==> config.mk <==
export PLATFORM = sky130hd
export DESIGN_NAME = quad_demux_router
export DESIGN_NICKNAME = d
export VERILOG_FILES = /design/src/rtl/quad_demux_router.sv
export SDC_FILE = /design/constraint.sdc
export NUM_CORES = 1
export LEC_CHECK = 0
export CAP_MARGIN = 20
export CORE_UTILIZATION = 60
export CTS_BUF_LIST = sky130_fd_sc_hd__clkbuf_8
export DETAILED_ROUTE_END_ITERATION = 10
export DONT_BUFFER_PORTS = 1
export PLACE_DENSITY = 0.82
export REMOVE_ABC_BUFFERS = 1
export SETUP_SLACK_MARGIN = 0.05
export SKIP_CTS_REPAIR_TIMING = 1
export SYNTH_ARGS = -nofsm -noshare
export SYNTH_HDL_FRONTEND = slang
export SYNTH_SLANG_ARGS = --single-unit
==> constraint.sdc <==
create_clock -name clk -period 2.4 [get_ports clk]
set_clock_uncertainty 0.1 [all_clocks]
set_input_delay 0.6 -clock clk [delete_from_list [all_inputs] [get_ports clk]]
set_output_delay 0.6 -clock clk [all_outputs]
set_load 0.01 [all_outputs]
==> src/rtl/quad_demux_router.sv <==
// quad_demux_router: registered 1-to-2 demux with per-channel valid/ready output registers and accept counters
module quad_demux_router #(
  parameter int WIDTH = 4,
  parameter int CNT_W = 8
) (
  input  logic             clk,
  input  logic             rst,
  input  logic [WIDTH-1:0] in,
  input  logic             in_valid,
  output logic             in_ready,
  input  logic             S,
  input  logic             E,
  output logic [WIDTH-1:0] A,
  output logic             A_valid,
  input  logic             A_ready,
  output logic [WIDTH-1:0] B,
  output logic             B_valid,
  input  logic             B_ready,
  output logic [CNT_W-1:0] cnt_A,
  output logic [CNT_W-1:0] cnt_B
);
  logic ld_a, ld_b;
  assign in_ready = E & (S ? (~B_valid | B_ready) : (~A_valid | A_ready));
  assign ld_a = in_valid & in_ready & ~S;
  assign ld_b = in_valid & in_ready & S;
  always_ff @(posedge clk) begin
    if (rst) begin
      A       <= '0;
      B       <= '0;
      A_valid <= 1'b0;
      B_valid <= 1'b0;
      cnt_A   <= '0;
      cnt_B   <= '0;
    end else begin
      // a load on the same edge as a delivery keeps the channel full
      A_valid <= ld_a | (A_valid & ~A_ready);
      B_valid <= ld_b | (B_valid & ~B_ready);
      if (ld_a) begin
        A     <= in;
        cnt_A <= cnt_A + 1'b1;
      end
      if (ld_b) begin
        B     <= in;
        cnt_B <= cnt_B + 1'b1;
      end
    end
  end
endmodule

# Word level (Yosys, flattened, before mapping)
# Index checks and enable logic that the tools add are counted.
[classes]
addsub = 2
mux = 1
bitwise_logic = 15
[ops]
columns = ["operator", "n"]
rows = [
  ["adder 8 x 1 -> 8 bit, second input constant", 2],
  ["AND 1 bit", 6],
  ["inverter 1 bit", 5],
  ["OR 1 bit", 4],
  ["2-to-1 mux 1 bit", 1],
]
[totals]
regBits = 26
in_bits = 11
output_inout_bits = 27
word_cells = 24

# Logic depth before layout (Yosys ltp)
# Gate-level depths: netlist of run 1.
[depth]
ltp_word = 7
depth_mapped = 6
mapped_depth_nobuf = 5

# Worst setup path before layout of run 1
# No wires, ideal clock.
[synth_timing]
kind = "input -> output"
from = "input S"
to = "output in_ready"
t_arrival_ns = 1.355
required_ns = 1.700
slack_ns = 0.345
stages = 4
path_buffers = 2
cell_sequence = "buf_6 and3b_4 buf_6 nor3b_1"
[synth_between]
elab_chain_cells = 2
[synth_rtl]
columns = ["item", "line", "rtl"]
rows = [
  ["start: declaration", "11", "input logic S,"],
  ["2-to-1 mux 1 bit", "23", "assign in_ready = E & (S ? (~B_valid | B_ready) : (~A_valid | A_ready));"],
  ["AND 1 bit", "23", ""],
  ["end: declaration", "10", "output logic in_ready,"],
]
# Every way passes these cells.

# Worst setup path after layout of run 1
[layout_timing]
from = "register A_valid"
to = "output in_ready"
[layout_between]
elab_chain_cells = 4
[layout_rtl]
columns = ["item", "line", "rtl"]
rows = [
  ["start: declaration", "14", "output logic A_valid,"],
  ["start signal: assignment", "36", "A_valid <= ld_a | (A_valid & ~A_ready);"],
  ["inverter 1 bit", "23", ""],
  ["OR 1 bit", "23", ""],
  ["2-to-1 mux 1 bit", "23", ""],
  ["AND 1 bit", "23", ""],
]
# Every way passes these cells.

==> metrics.txt, run 1 <==
Seq/Total Area, Yosys=43.65%; crit path max fanout=7; first-pass GRT wire length=3243 um; final hold violations=0; number of cell rows=15; post-DP HPWL=1620 um; CTS Buffer Depth=2; Critical Path AT=1.41 ns; synthesized cell area=1192 um^2; antenna violations before repair=0; crit path kind=register to output pin; gpl congestion=0.7194; Cells after Synth=119; fmax=474.8 MHz; Crit. End Element=output pin; CP Capture Point=in_ready; IO buf count=0; setup tns final=0 ns; DR WL/cell=15.17 um; min-delay src=rst; vias in the first global route=787; fin nets=131; final setup vio count=0; CTS sink count=26; DRT antenna net count=0; combinational cell fraction of total power=3.6%; actual slew at the worst max-slew pin=0.6031 ns; cts bufs inserted=3; area share of the largest cell type after synthesis=43.65%; Netlist cell types=29; Total Power=838.1 uW; Net Sw Frac=19.20%; Setup crit start=A_valid$_SDFF_PP0_; Clk pwr share=42.5%; commonest cells in the netlist=26 x dfxtp_1, 25 x nor2_1, 9 x mux2i_1, 9 x xnor2_1, 7 x nand4_1; CTS tree=built; Non-Filler Instances=142; Pleak=0.0004192 uW; Worst R2R Setup Slack=0.70 ns; final slew viol count=0; Worst VDD drop=0.4923 mV; Final min period=2.106 ns; ys flop type=dfxtp_1; share of cells above drive strength 1=11.11%; reg2reg end=cnt_B[7]$_SDFFE_PP0P_; Initial Utilization=66.18%; ys async rst share=0%; total power density per cell area=667.2 nW/um^2; Slew HR=59.62%; RSZ-0062 raised after global routing=no; syn_area_per_cell=10.02 um^2; placed insts=138; Die Y=46.58 um; worst r2r path cells=4; top-count cell post-synth=dfxtp_1; vias per cell=5.838; final period utilization=87.76%; io pins=38; CTS H-tree lvls=1; Clock Tree Root=clkbuf_8; outcome=finished, final reports clean; grt ovf=0; largest net degree at the start of global routing=29; die width=46.58 um; Worst setup SP type=register; DR iter-0 viols=8; Worst EP required=1.70 ns; GRT Total Usage=22.07%; synth top area cells=dfxtp_1 44%, nor2_1 7.9%, mux2i_1 7.6%, xnor2_1 6.6%, nand4_1 3.7%; drt pass-1 iters=3; sequential share of power=53.8%; Synth area leader=dfxtp_1; Final Core Density=69.72%; internal power=677.2 uW; vias post-DR=829; switching power=160.9 uW; P&R area growth vs syn=5.351%; Antenna diodes=0; clock slew at reported path FFs=0.09 ns; Routed WL=2154 um; die area=2170 um^2; core footprint=1802 um^2; worst min path class=primary input to register; EDFF count, synth=0; Worst-Skew Late Latency=0.27 ns; Max Cap Viol=0; Syn. warnings=0; drt drc=0; R2R Path Start=A_valid$_SDFF_PP0_; Seq cells post-synth=26
-- power by group through the flow --
stage | Sequential, uW | Clock, uW | Combinational (uW)
after CTS | 451 | 358 | 30.9
final | 451 | 356 | 30.5
after detailed placement | 461 | 0 | 30.7
after global routing | 453 | 374 | 34.1
after global placement | 461 | 0 | 29.0
after floorplan | 459 | 0 | 26.6
-- flip-flops by register name, indices dropped and copies added, names as in the netlist --
| register | cells |
|---|---|
| cnt_A | 8 |
| cnt_B | 8 |
| A | 4 |
| B | 4 |
| A_valid | 1 |
| B_valid | 1 |
-- layout make-up --
| class | instances | area, um^2 |
|---|---|---|
| Tap cell | 25 | 31.28 |
| Clock inverter | 1 | 30.03 |
| Multi-Input combinational cell | 87 | 633.1 |
| Sequential cell | 26 | 520.5 |
| Fill cell | 157 | 545.5 |
| Clock buffer | 3 | 41.29 |
-- cells by family after synthesis --
| kind of cell | count (synthesis) | synth area share, % |
|---|---|---|
| and+or+nand+nor | 60 | 31.27 |
| DFF | 26 | 43.65 |
| xor gates and xnor gates | 12 | 8.815 |
| muxes | 11 | 10.07 |
| buffers and inverters | 6 | 3.252 |
| AOI/OAI and AO/OA | 2 | 0.8395 |
| adders and majority gates | 2 | 2.098 |
-- layer usage --
| layer | GRT usage [%] | share of wire (%) |
|---|---|---|
| met1 | 22.78 | 40 |
| met4 | 8.824 | 1.6 |
| met5 | 0 | 0 |
| met2 | 38.33 | 51 |
| met3 | 9.804 | 7.3 |
-- how the worst min path moves through the flow --
stage                                  to  slack, ns  cells past startpoint
floorplan           cnt_B[1]$_SDFFE_PP0P_       0.41                      2
finish                 B_valid$_SDFF_PP0_       0.29                      1
global route            B[3]$_SDFFE_PP0P_       0.28                      1
CTS                 cnt_B[1]$_SDFFE_PP0P_       0.28                      1
detailed placement  cnt_B[1]$_SDFFE_PP0P_       0.45                      2
global placement        A[1]$_SDFFE_PP0P_       0.44                      2
-- cell usage in the layout, fill, tap and decap left out, drive strengths merged, types with 2 or more instances in the layout --
cell	instances
clkbuf	3
dfxtp	26
xnor2	9
nor2b	3
nand4	7
nand2	4
a21oi	2
nand4b	2
and2	2
nand3	3
nor4	6
mux2i	9
nor2	25
nor3b	2
ha	2
xor2	3
mux2	2
-- stage by stage --
| step | hold slack, ns | cell area [um^2] | worst slack (ns) |
|---|---|---|---|
| CTS | 0.2835 | 1256 | 0.2903 |
| detailed placement | 0.4535 | 1185 | 0.4074 |
| global placement | 0.4392 | 1185 | 0.4204 |
| global route | 0.2766 | 1256 | 0.2046 |
| floorplan | 0.4135 | 1154 | 0.4792 |
| finish | 0.2860 | 1256 | 0.2938 |
-- critical path: stages (launching register included) --
cell and delay, ns:
dfxtp_1 0.41, nor3b_2 0.55, nor3b_1 0.18
Power figures use the tool's default switching activity.
==> run 2, diff against run 1 <==
--- a/config.mk
+++ b/config.mk
@@ -7,7 +7,6 @@
 export LEC_CHECK = 0
 export CAP_MARGIN = 20
 export CORE_UTILIZATION = 60
-export CTS_BUF_LIST = sky130_fd_sc_hd__clkbuf_8
 export DETAILED_ROUTE_END_ITERATION = 10
 export DONT_BUFFER_PORTS = 1
 export PLACE_DENSITY = 0.82
==> metrics.txt, run 2 (same netlist as run 1, synthesis figures left out) <==
DRT antenna net count=0; DR iter-0 viols=6; outcome=finished, final reports clean; die area=2170 um^2; sequential share of power=58.1%; Pleak=0.0004115 uW; worst min path class=primary input to register; sequence of cells on the critical path=nor3b_2 -> nor3b_1; final setup vio count=0; combinational cell fraction of total power=3.9%; hold endpoint=cnt_B[1]$_SDFFE_PP0P_; DR WL/cell=15.16 um; cts bufs inserted=3; final slew viol count=0; Max Cap Viol=0; final hold violations=0; CTS tree=built; worst hold slack=0.2203 ns; post-DP HPWL=1620 um; Clk pwr share=38.0%; fmax=459.1 MHz; min-delay src=rst; internal power=623.8 uW; CTS Buffer Depth=2; drt drc=0; core footprint=1802 um^2; reg2reg end=cnt_B[7]$_SDFFE_PP0P_; Crit. End Element=output pin; switching power=154.2 uW; number of cell rows=15; actual slew at the worst max-slew pin=0.6031 ns; first-pass GRT wire length=3256 um; GRT Total Usage=22.55%; vias per cell=5.796; gpl congestion=0.7194; vias post-DR=823; clock slew at reported path FFs=0.14 ns; antenna violations before repair=0; DP Area=1185 um^2; Net Sw Frac=19.83%; R2R Path Start=A_valid$_SDFF_PP0_; most frequent cells in the layout=26 x dfxtp_1, 25 x nor2_1, 9 x xnor2_1, 9 x mux2i_1, 7 x nand4_1; drt pass-1 iters=3; RSZ-0062 raised after global routing=no; CTS sink count=26; Worst R2R Setup Slack=0.69 ns; Slew HR=59.62%; share of cells above drive strength 1=11.11%; P&R area growth vs syn=3.778%; IO buf count=0; grt ovf=0; vias in the first global route=787; Worst setup SP type=register; CTS H-tree lvls=1; total power density per cell area=628.7 nW/um^2; Final Instance Area=1237 um^2; fin nets=131; CP max stage cell=nor3b_2; crit path kind=register to output pin; Worst VDD drop=0.4180 mV; die width=46.58 um; Worst-Skew Late Latency=0.33 ns; Die Y=46.58 um; Initial Utilization=66.18%; Final min period=2.178 ns; crit path max fanout=7; largest net degree at the start of global routing=29; Largest stage delay, worst path=0.55 ns; io pins=38; commonest non-fill, non-tap cell in the layout=dfxtp_1; Largest regs=cnt_A (8), cnt_B (8); Worst EP required=1.70 ns; final period utilization=90.75%; worst r2r path cells=4; Critical Path AT=1.48 ns; Antenna diodes=0; Routed WL=2153 um; Hold Path Stages=1; setup tns final=0 ns; Clock Tree Root=clkbuf_4
run 2: cell count changes in the layout (fill, tap and decap cells not counted):
cell / delta
clkbuf_4: +3
clkbuf_8: -3
run 2: area by class of cell:
cell class | count | area, um^2
flip-flops and latches | 26 | 520.5
clock buffers | 3 | 22.52
fillers | 161 | 564.3
well taps | 25 | 31.28
clock inverters | 1 | 30.03
multi-input cells | 87 | 633.1
run 2: metrics by stage:
stage / setup slack [ns] / util [%] / std cells / total power (uW)
after CTS: 0.2139 / 68.68 / 142 / 782.9
final: 0.2220 / 68.68 / 142 / 778.0
after detailed placement: 0.4074 / 65.76 / 138 / 492.2
after global placement: 0.4204 / 65.76 / 138 / 490.1
after floorplan: 0.4792 / - / 113 / 485.9
after global routing: 0.1190 / 68.68 / 142 / 803.2
run 2: routing by layer:
| metal | track usage [%] | vias to the layer above | wire, um | share of wire [%] |
|---|---|---|---|---|
| li1 | - | 409 | - | - |
| met1 | 22.78 | 386 | 881 | 41 |
| met2 | 38.33 | 23 | 1074 | 50 |
| met3 | 12.16 | 5 | 162 | 7.5 |
| met4 | 8.824 | 0 | 34 | 1.6 |
| met5 | 0 | - | 0 | 0 |
run 2: how the worst max path moves through the flow:
stage | startpoint | to | slack, ns
floorplan | S | in_ready | 0.48
global placement | S | in_ready | 0.42
detailed placement | S | in_ready | 0.41
CTS | A_valid$_SDFF_PP0_ | in_ready | 0.21
global route | A_valid$_SDFF_PP0_ | in_ready | 0.12
finish | A_valid$_SDFF_PP0_ | in_ready | 0.22
run 2: worst max-delay path: cells and delay by family (launching register included):
family           cells  cell delay [ns]
flip-flops           1             0.42
AND/OR/NAND/NOR      2             0.73
run 2: power groups by stage:
stage / Combinational, uW / Clock (uW) / Sequential (uW)
final: 30.4 / 296 / 452
after global routing: 34.1 / 316 / 453
after CTS: 30.9 / 300 / 452
after detailed placement: 30.7 / 0 / 461
after global placement: 29.0 / 0 / 461
after floorplan: 26.6 / 0 / 459
